**src/rtl/hub75_pkg.sv**
```systemverilog
// Shared constants, FSM encoding and pixel-word helpers for the HUB75 row shifter.
// Latency: n/a (package only).
// Backpressure: n/a (package only).
//
// Contents: default panel geometry, bit offsets of the six colour fields
// inside the 48-bit framebuffer word, the row-shift state encoding and a
// helper that extracts one bit plane from a pixel word.
package hub75_pkg;

  // Default panel geometry.
  localparam int COLS  = 128;
  localparam int ROWS  = 64;
  localparam int ROW_W = 6;

  // Bit planes per colour channel and width of the plane selector.
  localparam int PLANES = 8;
  localparam int BIT_W  = 3;

  // Pixel word layout {R0,G0,B0,R1,G1,B1}, 8 bits each, MSB first.
  localparam int PIX_W  = 48;
  localparam int OFF_R0 = 40;
  localparam int OFF_G0 = 32;
  localparam int OFF_B0 = 24;
  localparam int OFF_R1 = 16;
  localparam int OFF_G1 = 8;
  localparam int OFF_B1 = 0;

  // Row-shift sequencer states.
  typedef enum logic [2:0] {
    ST_IDLE    = 3'd0,
    ST_FETCH   = 3'd1,
    ST_LATENCY = 3'd2,
    ST_LOAD    = 3'd3,
    ST_SETUP   = 3'd4,
    ST_CLK_HI  = 3'd5,
    ST_DONE    = 3'd6
  } state_e;

  // One bit plane of a pixel pair: upper half (0) and lower half (1).
  typedef struct packed {
    logic r0;
    logic g0;
    logic b0;
    logic r1;
    logic g1;
    logic b1;
  } colour_t;

  // Pick bit 'b' out of each 8-bit colour field of a pixel word.
  function automatic colour_t pick_plane(input logic [PIX_W-1:0] word,
                                         input logic [BIT_W-1:0] b);
    logic [PLANES-1:0] f_r0;
    logic [PLANES-1:0] f_g0;
    logic [PLANES-1:0] f_b0;
    logic [PLANES-1:0] f_r1;
    logic [PLANES-1:0] f_g1;
    logic [PLANES-1:0] f_b1;
    colour_t           c;
    f_r0 = word[OFF_R0 +: PLANES];
    f_g0 = word[OFF_G0 +: PLANES];
    f_b0 = word[OFF_B0 +: PLANES];
    f_r1 = word[OFF_R1 +: PLANES];
    f_g1 = word[OFF_G1 +: PLANES];
    f_b1 = word[OFF_B1 +: PLANES];
    c.r0 = f_r0[b];
    c.g0 = f_g0[b];
    c.b0 = f_b0[b];
    c.r1 = f_r1[b];
    c.g1 = f_g1[b];
    c.b1 = f_b1[b];
    return c;
  endfunction

endpackage

```
**src/rtl/hub75_fetchshift_counter.sv**
```systemverilog
// Column counter with synchronous clear and count enable.
// Latency: count_o updates on the rising edge after clr_i/en_i.
// Backpressure: none; clr_i has priority over en_i.
//
// Ports: clk_i (clock), rst_ni (async active-low reset), clr_i (sync clear),
// en_i (increment), count_o (current count).
module counter #(
  parameter int WIDTH = 7
) (
  input  logic             clk_i,
  input  logic             rst_ni,
  input  logic             clr_i,
  input  logic             en_i,
  output logic [WIDTH-1:0] count_o
);

  logic [WIDTH-1:0] count_q;
  logic [WIDTH-1:0] count_d;

  always_comb begin
    count_d = count_q;
    if (clr_i) begin
      count_d = '0;
    end else if (en_i) begin
      count_d = count_q + WIDTH'(1);
    end
  end

  always_ff @(posedge clk_i or negedge rst_ni) begin
    if (!rst_ni) begin
      count_q <= '0;
    end else begin
      count_q <= count_d;
    end
  end

  assign count_o = count_q;

endmodule

```
**src/rtl/hub75_fetchshift.sv**
```systemverilog
// Fetches one row/bit-plane from the framebuffer and shifts it into a HUB75 panel.
// Latency: busy rises 1 cycle after an accepted start; each pixel takes >= 5 cycles.
// Backpressure: display_clk paces the shift; starts are ignored while busy.
//
// Ports:
//   sys_clk, rst_n           sole clock, async active-low reset
//   display_clk              pacing strobe; advances SETUP and CLK_HI only
//   fetchshift_start         request, sampled only in IDLE with row_sel/bit_sel
//   fetchshift_busy          high from the cycle after accept until back in IDLE
//   rd_en, rd_addr, rd_data  framebuffer read; rd_data valid 1 cycle after rd_en
//   r0..b1, pix_clk          panel colour data and shift clock
module hub75_fetchshift #(
  parameter int COLS  = hub75_pkg::COLS,
  parameter int ROWS  = hub75_pkg::ROWS,
  parameter int ROW_W = hub75_pkg::ROW_W
) (
  input  logic                          sys_clk,
  input  logic                          rst_n,
  input  logic                          display_clk,
  input  logic                          fetchshift_start,
  input  logic [ROW_W-1:0]              row_sel,
  input  logic [2:0]                    bit_sel,
  output logic                          fetchshift_busy,
  output logic                          rd_en,
  output logic [ROW_W+$clog2(COLS)-1:0] rd_addr,
  input  logic [47:0]                   rd_data,
  output logic                          r0,
  output logic                          g0,
  output logic                          b0,
  output logic                          r1,
  output logic                          g1,
  output logic                          b1,
  output logic                          pix_clk
);

  import hub75_pkg::*;

  localparam int COL_W  = $clog2(COLS);
  localparam int ADDR_W = ROW_W + COL_W;
  localparam logic [COL_W-1:0] COL_LAST = COL_W'(COLS - 1);

  // Reject geometries the address packing cannot represent.
  if (ROW_W != $clog2(ROWS) || COLS < 2 || (COLS & (COLS - 1)) != 0) begin : g_bad_params
    $error("hub75_fetchshift: COLS must be a power of two >= 2 and ROW_W == clog2(ROWS)");
  end

  state_e              state_q;
  state_e              state_d;
  logic [ROW_W-1:0]    row_q;
  logic [BIT_W-1:0]    bit_q;
  logic [COL_W-1:0]    col;
  logic                col_clr;
  logic                col_en;
  logic                col_last;
  logic [ADDR_W-1:0]   rd_addr_q;
  logic [ADDR_W-1:0]   rd_addr_d;
  logic                rd_en_q;
  logic                pix_clk_q;
  logic                busy_q;
  colour_t             colour_q;

  // Column counter: parked at 0 while idle, advanced when CLK_HI hands off
  // to the next pixel. It never advances past the last column.
  assign col_last = (col == COL_LAST);
  assign col_clr  = (state_q == ST_IDLE);
  assign col_en   = (state_q == ST_CLK_HI) && display_clk && !col_last;

  counter #(
    .WIDTH (COL_W)
  ) u_col_cnt (
    .clk_i   (sys_clk),
    .rst_ni  (rst_n),
    .clr_i   (col_clr),
    .en_i    (col_en),
    .count_o (col)
  );

  // Next state. display_clk only matters in SETUP and CLK_HI, so a strobe
  // arriving elsewhere is simply dropped rather than remembered.
  always_comb begin
    state_d = state_q;
    unique case (state_q)
      ST_IDLE:    if (fetchshift_start) state_d = ST_FETCH;
      ST_FETCH:   state_d = ST_LATENCY;
      ST_LATENCY: state_d = ST_LOAD;
      ST_LOAD:    state_d = ST_SETUP;
      ST_SETUP:   if (display_clk) state_d = ST_CLK_HI;
      ST_CLK_HI:  if (display_clk) state_d = col_last ? ST_DONE : ST_FETCH;
      ST_DONE:    state_d = ST_IDLE;
      default:    state_d = ST_IDLE;
    endcase
  end

  // Address for the FETCH being entered. From IDLE the row register is not
  // loaded yet, so take row_sel directly; from CLK_HI the counter is about to
  // step, so present the following column.
  always_comb begin
    if (state_q == ST_IDLE) begin
      rd_addr_d = {row_sel, {COL_W{1'b0}}};
    end else begin
      rd_addr_d = {row_q, col + COL_W'(1)};
    end
  end

  // All outputs are registered from the next state so they line up exactly
  // with the state they belong to.
  always_ff @(posedge sys_clk or negedge rst_n) begin
    if (!rst_n) begin
      state_q   <= ST_IDLE;
      row_q     <= '0;
      bit_q     <= '0;
      rd_en_q   <= 1'b0;
      rd_addr_q <= '0;
      pix_clk_q <= 1'b0;
      busy_q    <= 1'b0;
      colour_q  <= '0;
    end else begin
      state_q <= state_d;
      if (state_q == ST_IDLE && fetchshift_start) begin
        row_q <= row_sel;
        bit_q <= bit_sel;
      end
      rd_en_q <= (state_d == ST_FETCH);
      if (state_d == ST_FETCH) begin
        rd_addr_q <= rd_addr_d;
      end
      // rd_data is only valid during LATENCY, i.e. on the edge into LOAD.
      if (state_d == ST_LOAD) begin
        colour_q <= pick_plane(rd_data, bit_q);
      end
      pix_clk_q <= (state_d == ST_CLK_HI);
      busy_q    <= (state_d != ST_IDLE);
    end
  end

  assign fetchshift_busy = busy_q;
  assign rd_en           = rd_en_q;
  assign rd_addr         = rd_addr_q;
  assign pix_clk         = pix_clk_q;
  assign r0              = colour_q.r0;
  assign g0              = colour_q.g0;
  assign b0              = colour_q.b0;
  assign r1              = colour_q.r1;
  assign g1              = colour_q.g1;
  assign b1              = colour_q.b1;

endmodule
```
**config.mk**
```make
export PLATFORM = sky130hd
export DESIGN_NAME = hub75_fetchshift
export DESIGN_NICKNAME = d
export VERILOG_FILES = /design/src/rtl/hub75_pkg.sv /design/src/rtl/hub75_fetchshift_counter.sv /design/src/rtl/hub75_fetchshift.sv
export SDC_FILE = /design/constraint.sdc
export NUM_CORES = 1
export LEC_CHECK = 0
export CORE_AREA = 4 4 79 81
export CTS_CLUSTER_SIZE = 25
export DETAILED_ROUTE_END_ITERATION = 7
export DIE_AREA = 0 0 83 85
export PLACE_DENSITY_LB_ADDON = 0.15
export REMOVE_ABC_BUFFERS = 1
export SYNTH_ARGS = -nofsm -noshare
export SYNTH_HDL_FRONTEND = slang
export SYNTH_SLANG_ARGS = --single-unit
```
**constraint.sdc**
```tcl
create_clock -name sys_clk -period 2.11 [get_ports sys_clk]
set_clock_uncertainty 0.2 [all_clocks]
set_input_delay 0.422 -clock sys_clk [delete_from_list [all_inputs] [get_ports sys_clk]]
set_output_delay 0.422 -clock sys_clk [all_outputs]
set_load 0.1 [all_outputs]
```
After elaboration in Yosys (flattened, before gate mapping):

Index checks and enable logic that the tools add are counted.

* add/sub/neg operators: 1
* $mul: 0
* divide/modulo/power cells: 0
* order comparisons: 1
* equal/unequal tests: 9
* shift operators: 0
* muxes and demuxes: 20
* bitwise operators: 0
* reduce and logical (&&, ||, !) cells: 7

Operator list (count)
* 1-bit binary-select mux with 3-bit select: 6
* 3-bit one-hot mux with 6 select lines: 1
* 7-bit 2-to-1 mux: 2
* 13-bit 2-to-1 mux: 1
* 3-bit 2-to-1 mux: 4
* 3-bit by 2-bit == test with 1-bit output (second input constant): 3
* 3-bit == test (second input constant): 3
* 7-bit by 1-bit adder with 7-bit output (second input constant): 1
* 7-bit == test (second input constant): 1
* 3-bit by 1-bit == test with 1-bit output (second input constant): 2
* 1-bit 2-to-1 mux: 6
* 3-bit by 4-bit less-than comparator with 1-bit output (second input constant): 1
* 1-bit logical AND: 3
* 3-bit logical NOT: 1
* 3-bit nonzero test: 1
* 2-bit nonzero test: 1
* 1-bit logical NOT: 1

* flip-flop bits (word level): 41
* bits in latches: 0
* bits in writable memories: 0
* ROM bits: 0
* output and inout port bits: 22
* memories: 0

Logic depth before layout (Yosys ltp):

Gate-level depths: netlist of the first run.

* depth in word-level cells: 5
* gate-level depth with buffers: 7

Hierarchy:

Synthesis of the first run repeated with hierarchy kept, for this count alone.

* cell total of the unflattened synthesis: 173
* area, all modules: 2224.6 um^2

Modules (own cells, without submodules)
* hub75_fetchshift: times used 1, cells each 144, area an instance 1916.8 um^2, sequential area each 850.8 um^2
* counter: times used 1, cells each 29, area an instance 307.8 um^2, sequential area each 175.2 um^2

Worst setup path after synthesis of the first run:

Ideal clock, no wire load.

* kind: register to register
* start point: register u_col_cnt.count_q[0] (netlist: u_col_cnt.count_o[0])
* end point: register rd_addr_q[12] (netlist: rd_addr[12])
* setup time: 0.130 ns
* arrival time: 1.467 ns
* setup slack: 0.314 ns
* stages on the path, launching flop included: 8
* buffers on the path: 2
* period minus slack after synthesis: 1.796 ns
* path through: dfrtp_1 > ha_1 > nand3_2 > o2111a_1 > buf_6 > a21oi_4 > buf_6 > o21ai_0

* cells in the longest elaborated chain, start to end: 5

RTL lines
* start, declared: line hub75_fetchshift_counter.sv:17 `logic [WIDTH-1:0] count_q;`
* start signal, assigned: line hub75_fetchshift_counter.sv:33 `count_q <= count_d;`
* 7-bit == test: line hub75_fetchshift.sv:64 `assign col_last = (col == COL_LAST);`
* 3-bit 2-to-1 mux (2 in a row): line hub75_fetchshift.sv:88 `ST_CLK_HI: if (display_clk) state_d = col_last ? ST_DONE : ST_FETCH;`
* 3-bit one-hot mux with 6 select lines: line hub75_fetchshift.sv:82 `unique case (state_q)`
* 3-bit by 1-bit == test with 1-bit output: line hub75_fetchshift.sv:124 `if (state_d == ST_FETCH) begin`
* end signal, assigned: line hub75_fetchshift.sv:125 `rd_addr_q <= rd_addr_d;`
* end, declared: line hub75_fetchshift.sv:55 `logic [ADDR_W-1:0] rd_addr_q;`

Every way passes these cells.
A chain may end at the register's enable or synchronous reset.

Worst setup path in the final report of the first run:

* start point: register u_col_cnt.count_q[0] (netlist: u_col_cnt.count_o[0])
* end point: register u_col_cnt.count_q[1] (netlist: u_col_cnt.count_o[1])

* cells in the longest elaborated chain, start to end: 4

RTL lines
* branches (longest 4 deep; another with 7-bit by 1-bit adder with 7-bit output)

Several ways; the timed one is not identified. The select of a mux whose other input is x is not followed.

==> impl_results.md, run 1 <==
- Max-slew headroom: 65.94%
- DR vias: 1,653
- Drt drc: 0
- Height of the chip: 85 um
- Routed len/inst: 16.90 um
- Cell Pwr Density: 1465 nW/um2
- Slew @ Worst Pin: 0.5108 ns
- Netlist cell types: 40
- Placer Congestion: 0.7923
- Initial Util: 38.98%
- Period minus WS final: 1.944 ns
- Number of global-route vias before repair: 1,759
- Grt ovf: 0
- Port buffer count: 82
- Synthesized area: 2133 um2
- Finish-stage setup viols: 0
- Initial antenna violation count: 0
- Routed wire length: 5594 um
- Syn Area/Cell: 12.55 um2
- Max-cap violations: 0
- Nets: 320
- Resized Gates After CTS: 0
- Hold Vio Cnt, Final: 0
- Post-DP HPWL: 4422 um
- Async set or reset register ratio after synthesis: 100.0%
- Final instance area: 3377 um2
- First-pass GRT wire length: 9259 um
- Clock tree buffer depth: 2
- Status: finished, final reports clean
- Post-Syn Instances: 170
- Max VDD drop: 0.9380 mV
- Cell count along the critical path: 5
- Slew Limit Fails: 0
- Achievable Freq: 514.3 MHz
- Core Box Area: 5473 um2
- Layout cells sized above 1: 26.64%
- CTS tree: built
- Worst hold path type: flip-flop to flip-flop
- CP arrival: 1.98 ns
- Yosys reg bits: 41
- Root Driver: clkbuf_8
- Setup CP Type: flip-flop to flip-flop
- Most frequent cells in the layout: clkdlybuf4s50_1 (59), dfrtp_1 (41), buf_12 (22), mux2i_1 (13)
- Largest net degree at the start of global routing: 18
- Global-route usage over all layers: 16.69%
- Most common cell after layout, fill and taps aside: clkdlybuf4s50_1
- Row cnt: 27
- Final setup TNS: 0 ns
- Area grow syn2layout: 58.30%
- Worst-path maximum fanout: 6
- Number of synthesized flops with an enable pin: 0
- Req. time, crit path: 2.15 ns
- Worst setup path endpoint: u_col_cnt.count_o[1]
- R2R Setup Slk: 0.17 ns
- DR vias/cell: 4.994
- Die W: 83 um
- P_leak: 0.001457 uW
- Buf/Inv on CP: 0
- Skew-Pair Late Insertion Delay: 0.30 ns
- DRT iter0 DRCs: 57
- Worst Reg-to-Reg Cells: 5
- Fin crit share: 92.15%
- Final ANT Viol Nets: 0
- CTS Buf Count: 5
- H-tree level count: 2
- R2r startpoint: u_col_cnt.count_o[0]
- Ant. Diodes: 0
- Clock slew seen by the registers of the worst setup and hold paths: 0.08 ns
- Ys flop type: dfrtp_1
- Yosys warns: 0
- RSZ-0062 raised after global routing: no
- I/O pin total: 83
- CP Launch Type: flip-flop
- Sequential share of the synthesized area: 48.09%
- Worst-path cell chain: ha_1, nand3_2, o2111a_1, nor2_1, a22o_1
- DP Area: 3232 um2
- Setup crit start: u_col_cnt.count_o[0]
- CTS sink count: 41
- Slowest CP cell: dfrtp_1
- First-pass iteration count of the detailed router: 4
- Capturing point of the worst reg2reg path: u_col_cnt.count_o[1]
- Delay of the slowest critical-path stage: 0.43 ns
- Die area: 7055 um2
- Crit. End Element: flip-flop
- Delay-heaviest family, CP: compound AO/OA/AOI/OAI gates
==> metal layers <==
| metal | GRT usage [%] | share of wire, % | vias up |
|---|---|---|---|
| met5 | 0 | 0 | - |
| met4 | 5.349 | 1.2 | 0 |
| met3 | 3.398 | 4.3 | 6 |
| met2 | 26.90 | 49 | 38 |
| met1 | 22.64 | 45 | 808 |
| li1 | - | - | 801 |
==> worst register-to-register path: stages, from the launching register on <==
cell and delay (ns):
dfrtp_1 0.43, ha_1 0.26, nand3_2 0.17, o2111a_1 0.34, nor2_1 0.31, a22o_1 0.18
==> timing repair <==
item | in CTS | in global routing
hold buffers | 1 | 0
buffers inserted | 0 | 1
hold endpoints to repair | 12 | 0
endpoints found under the setup margin | 0 | 7
==> synth_stat cells, types with 2 or more instances <==
| cell | n | area, um2 |
|---|---|---|
| buf_1 | 2 | 7.510 |
| a31o_2 | 2 | 17.52 |
| inv_1 | 3 | 11.26 |
| mux2i_1 | 13 | 130.1 |
| mux4_2 | 12 | 270.3 |
| xnor2_1 | 3 | 26.28 |
| nor2_1 | 12 | 45.04 |
| a21oi_1 | 8 | 40.04 |
| nand2_1 | 7 | 26.28 |
| nand3_1 | 8 | 40.04 |
| mux2_2 | 7 | 78.83 |
| dfrtp_1 | 41 | 1026 |
| a21o_1 | 5 | 37.54 |
| buf_6 | 2 | 22.52 |
| buf_2 | 3 | 15.01 |
| o21ai_0 | 5 | 25.02 |
| o21ai_1 | 5 | 25.02 |
| a22o_1 | 3 | 26.28 |
| mux2_4 | 2 | 30.03 |
| xor2_1 | 3 | 26.28 |
| buf_4 | 5 | 37.54 |
==> state kept, by name (all words and copies together) (netlist names), 3 cells and up <==
signal,cells
u_col_cnt.count_o,7
bit_q,3
rd_addr,13
row_q,6
state_q,3
==> power by group <==
part | internal (uW) | total [uW] | switching [uW] | leakage [uW]
sequential | 1050 | 1420 | 368 | 0.000515
combinational | 1280 | 2890 | 1620 | 0.000887
clock | 354 | 634 | 280 | 0.0000543
total | 2690 | 4950 | 2260 | 0.00146
==> kinds of logic (layout without fill, tap and decap cells) <==
family	after synthesis	in the layout	share of synthesized area, %
fa+ha+maj	1	1	0.5864
buf+inv	15	104	4.399
compound gates	36	36	11.67
simple gates	37	37	8.916
flops	41	41	48.09
xor+xnor	6	6	2.464
mux	34	34	23.87
==> final cells by class <==
type | count | area, um2
Clock buffer | 5 | 68.82
Clock inverter | 3 | 46.29
Multi-Input combinational cell | 114 | 1013
Sequential cell | 41 | 1026
Tap cell | 72 | 90.09
Timing Repair Buffer | 93 | 1121
Inverter | 3 | 11.26
Fill cell | 462 | 2096
==> through the flow <==
| stage | power (uW) | hold WS, ns | cells | setup WS [ns] | util, % |
|---|---|---|---|---|---|
| after floorplan | 3216 | -0.07359 | 158 | 0.07327 | - |
| after global placement | 4292 | 0.1344 | 321 | 0.1396 | 59.05 |
| after detailed placement | 4318 | 0.1342 | 321 | 0.07083 | 59.05 |
| after CTS | 4963 | 0.3126 | 330 | 0.07214 | 61.34 |
| after global routing | 5217 | 0.3179 | 331 | 0.09649 | 61.71 |
| final | 4948 | 0.3103 | 331 | 0.1657 | 61.71 |
==> worst min path at each step <==
stage | from | to | slack (ns) | cells past startpoint
4_1_cts | row_q[0] | row_q[0] | 0.31 | 1
3_5_place_dp | rst_n | b1 | 0.13 | 1
3_3_place_gp | rst_n | b0 | 0.13 | 1
2_1_floorplan | rst_n | b0 | -0.07 | 0
5_1_grt | row_q[0] | row_q[0] | 0.32 | 1
6_report | row_q[4] | row_q[4] | 0.31 | 1
Power figures use the tool's default switching activity.
==> run 2: changes to the inputs <==
PLACE_DENSITY = 0.78   (was default)
PLACE_DENSITY_LB_ADDON = default   (was 0.15)
RECOVER_POWER = 100   (was default)
SLEW_MARGIN = 20   (was default)
==> run 2 against run 1 <==
Critical path depth is 2 lower. Highest routed layer unchanged. Combinational power decreased by 15%. Global-route usage is 0.78 points lower. Routed wire length fell by 1.7%. Hold slack worse by 0.010 ns. Cell count shrank 0.30%.
==> impl_results.md, run 2 (synthesized netlist as in run 1, its figures left out) <==
- Area grow syn2layout: 43.28%
- CP arrival: 1.95 ns
- Slew @ Worst Pin: 0.9815 ns
- Cell Pwr Density: 1484 nW/um2
- Placer Congestion: 0.8019
- Hold Crit Depth: 1
- Fin util: 55.85%
- Worst setup path endpoint: row_q[3]
- H-tree level count: 2
- First-pass GRT wire length: 8838 um
- Grt ovf: 0
- Fin crit share: 92.79%
- Drt drc: 0
- Final WS setup: 0.1522 ns
- Max-slew headroom: 34.57%
- Layout cells sized above 1: 25.58%
- Cell count along the critical path: 3
- CTS Buf Count: 5
- Skew-Pair Late Insertion Delay: 0.30 ns
- Core Box Area: 5473 um2
- Nets: 319
- Resized Gates After CTS: 0
- Routed len/inst: 16.66 um
- Finish-stage setup viols: 0
- Post-DP HPWL: 4217 um
- R2r startpoint: state_q[0]
- P_leak: 0.001359 uW
- Die W: 83 um
- DR vias/cell: 5.052
- Port buffer count: 82
- Ant. Diodes: 0
- Crit. End Element: flip-flop
- RSZ-0062 raised after global routing: no
- Period minus WS final: 1.958 ns
- Worst Reg-to-Reg Cells: 3
- Setup crit start: state_q[0]
- Hold Vio Cnt, Final: 0
- CTS sink count: 41
- Slew Limit Fails: 0
- Routed wire length: 5498 um
- CP Launch Type: flip-flop
- DP Worst Slack: 0.09980 ns
- Row cnt: 27
- DR vias: 1,667
- CTS tree: built
- Req. time, crit path: 2.10 ns
- Max FFs per register: 13
- Delay-heaviest family, CP: simple AND/OR/NAND/NOR gates
- Clock slew seen by the registers of the worst setup and hold paths: 0.09 ns
- Initial antenna violation count: 0
- Achievable Freq: 510.8 MHz
- I/O pin total: 83
- First-pass iteration count of the detailed router: 5
- Max VDD drop: 0.9156 mV
- Worst hold path type: flip-flop to flip-flop
- Delay of the slowest critical-path stage: 0.51 ns
- Max-cap violations: 0
- Global-route usage over all layers: 15.90%
- Height of the chip: 85 um
- Capturing point of the worst reg2reg path: row_q[3]
- Setup CP Type: flip-flop to flip-flop
- DRT iter0 DRCs: 130
- Most frequent cells in the layout: clkdlybuf4s50_1 (57), dfrtp_1 (41), clkbuf_2 (25), mux2i_1 (13)
- Largest net degree at the start of global routing: 42
- Final setup TNS: 0 ns
- Die area: 7055 um2
- Most common cell after layout, fill and taps aside: clkdlybuf4s50_1
- Number of global-route vias before repair: 1,807
- Final ANT Viol Nets: 0
- Worst-path cell chain: nor3_4, nand2_1, mux2_1
- Initial Util: 38.98%
- Worst-path maximum fanout: 17
- Slowest CP cell: dfrtp_1
- R2R Setup Slk: 0.15 ns
- Status: finished, final reports clean
- Root Driver: clkbuf_8
- Buf/Inv on CP: 0
- Hold Crit Start: rd_addr[2]
- Clock tree buffer depth: 2
[run 2: changes by cell type in the layout (fill, tap and decap cells not counted), moves of 2 or more]
cell | previous run | this run
buf_4 | 10 | 5
clkbuf_2 | 0 | 25
clkdlybuf4s50_1 | 59 | 57
dlygate4sd3_1 | 1 | 3
buf_12 | 22 | 1
o21ai_0 | 5 | 9
o21ai_1 | 5 | 1
[run 2: layout make-up]
cell class | instances | area (um2)
multi-input cells | 114 | 1007
inverters | 3 | 11.26
clock inverters | 3 | 65.06
clock buffers | 5 | 68.82
flip-flops and latches | 41 | 1026
repair buffers | 92 | 788.3
fillers | 488 | 2416
well taps | 72 | 90.09
[run 2: metal layers]
layer	vias to the layer above	wire length [um]	part of all wire (%)	global-route usage, %
met2	40	2969	54	28.79
met1	813	2184	40	18.04
met4	0	142	2.6	6.686
met3	11	202	3.7	3.592
li1	803	-	-	-
met5	-	0	0	0
[run 2: worst min-delay path by stage]
stage,to,slack (ns)
global placement,row_q[4],0.29
floorplan,b0,-0.07
detailed placement,row_q[1],0.30
CTS,row_q[5],0.32
finish,rd_addr[2],0.30
global route,row_q[3],0.32
[run 2: report_power, final]
group / switching (uW) / total, uW / internal (uW)
logic: 1620 / 2450 / 830
clock network: 282 / 752 / 470
registers: 280 / 1330 / 1050
[run 2: timing repair]
item,CTS,global route
hold endpoints to repair,31,0
setup endpoints to repair,0,7
buffers inserted,0,1
hold buffers,1,0
[run 2: through the flow]
stage                     power (uW)  instance area (um2)  hold slack [ns]  cells
after floorplan                 3216                 2051         -0.07359    158
after global placement          4233                 3212           0.2867    320
after detailed placement        4291                 3212           0.2998    320
after CTS                       5053                 3356           0.3184    329
after global routing            4763                 3057           0.3169    330
final                           4536                 3057           0.2999    330
==> run 3: changes to the inputs <==
HOLD_SLACK_MARGIN = 0.02   (was default)
SLEW_MARGIN = 40   (was 20)
==> results of run 3 <==
No change in the layout: final DEF, timing and power equal those of run 2.
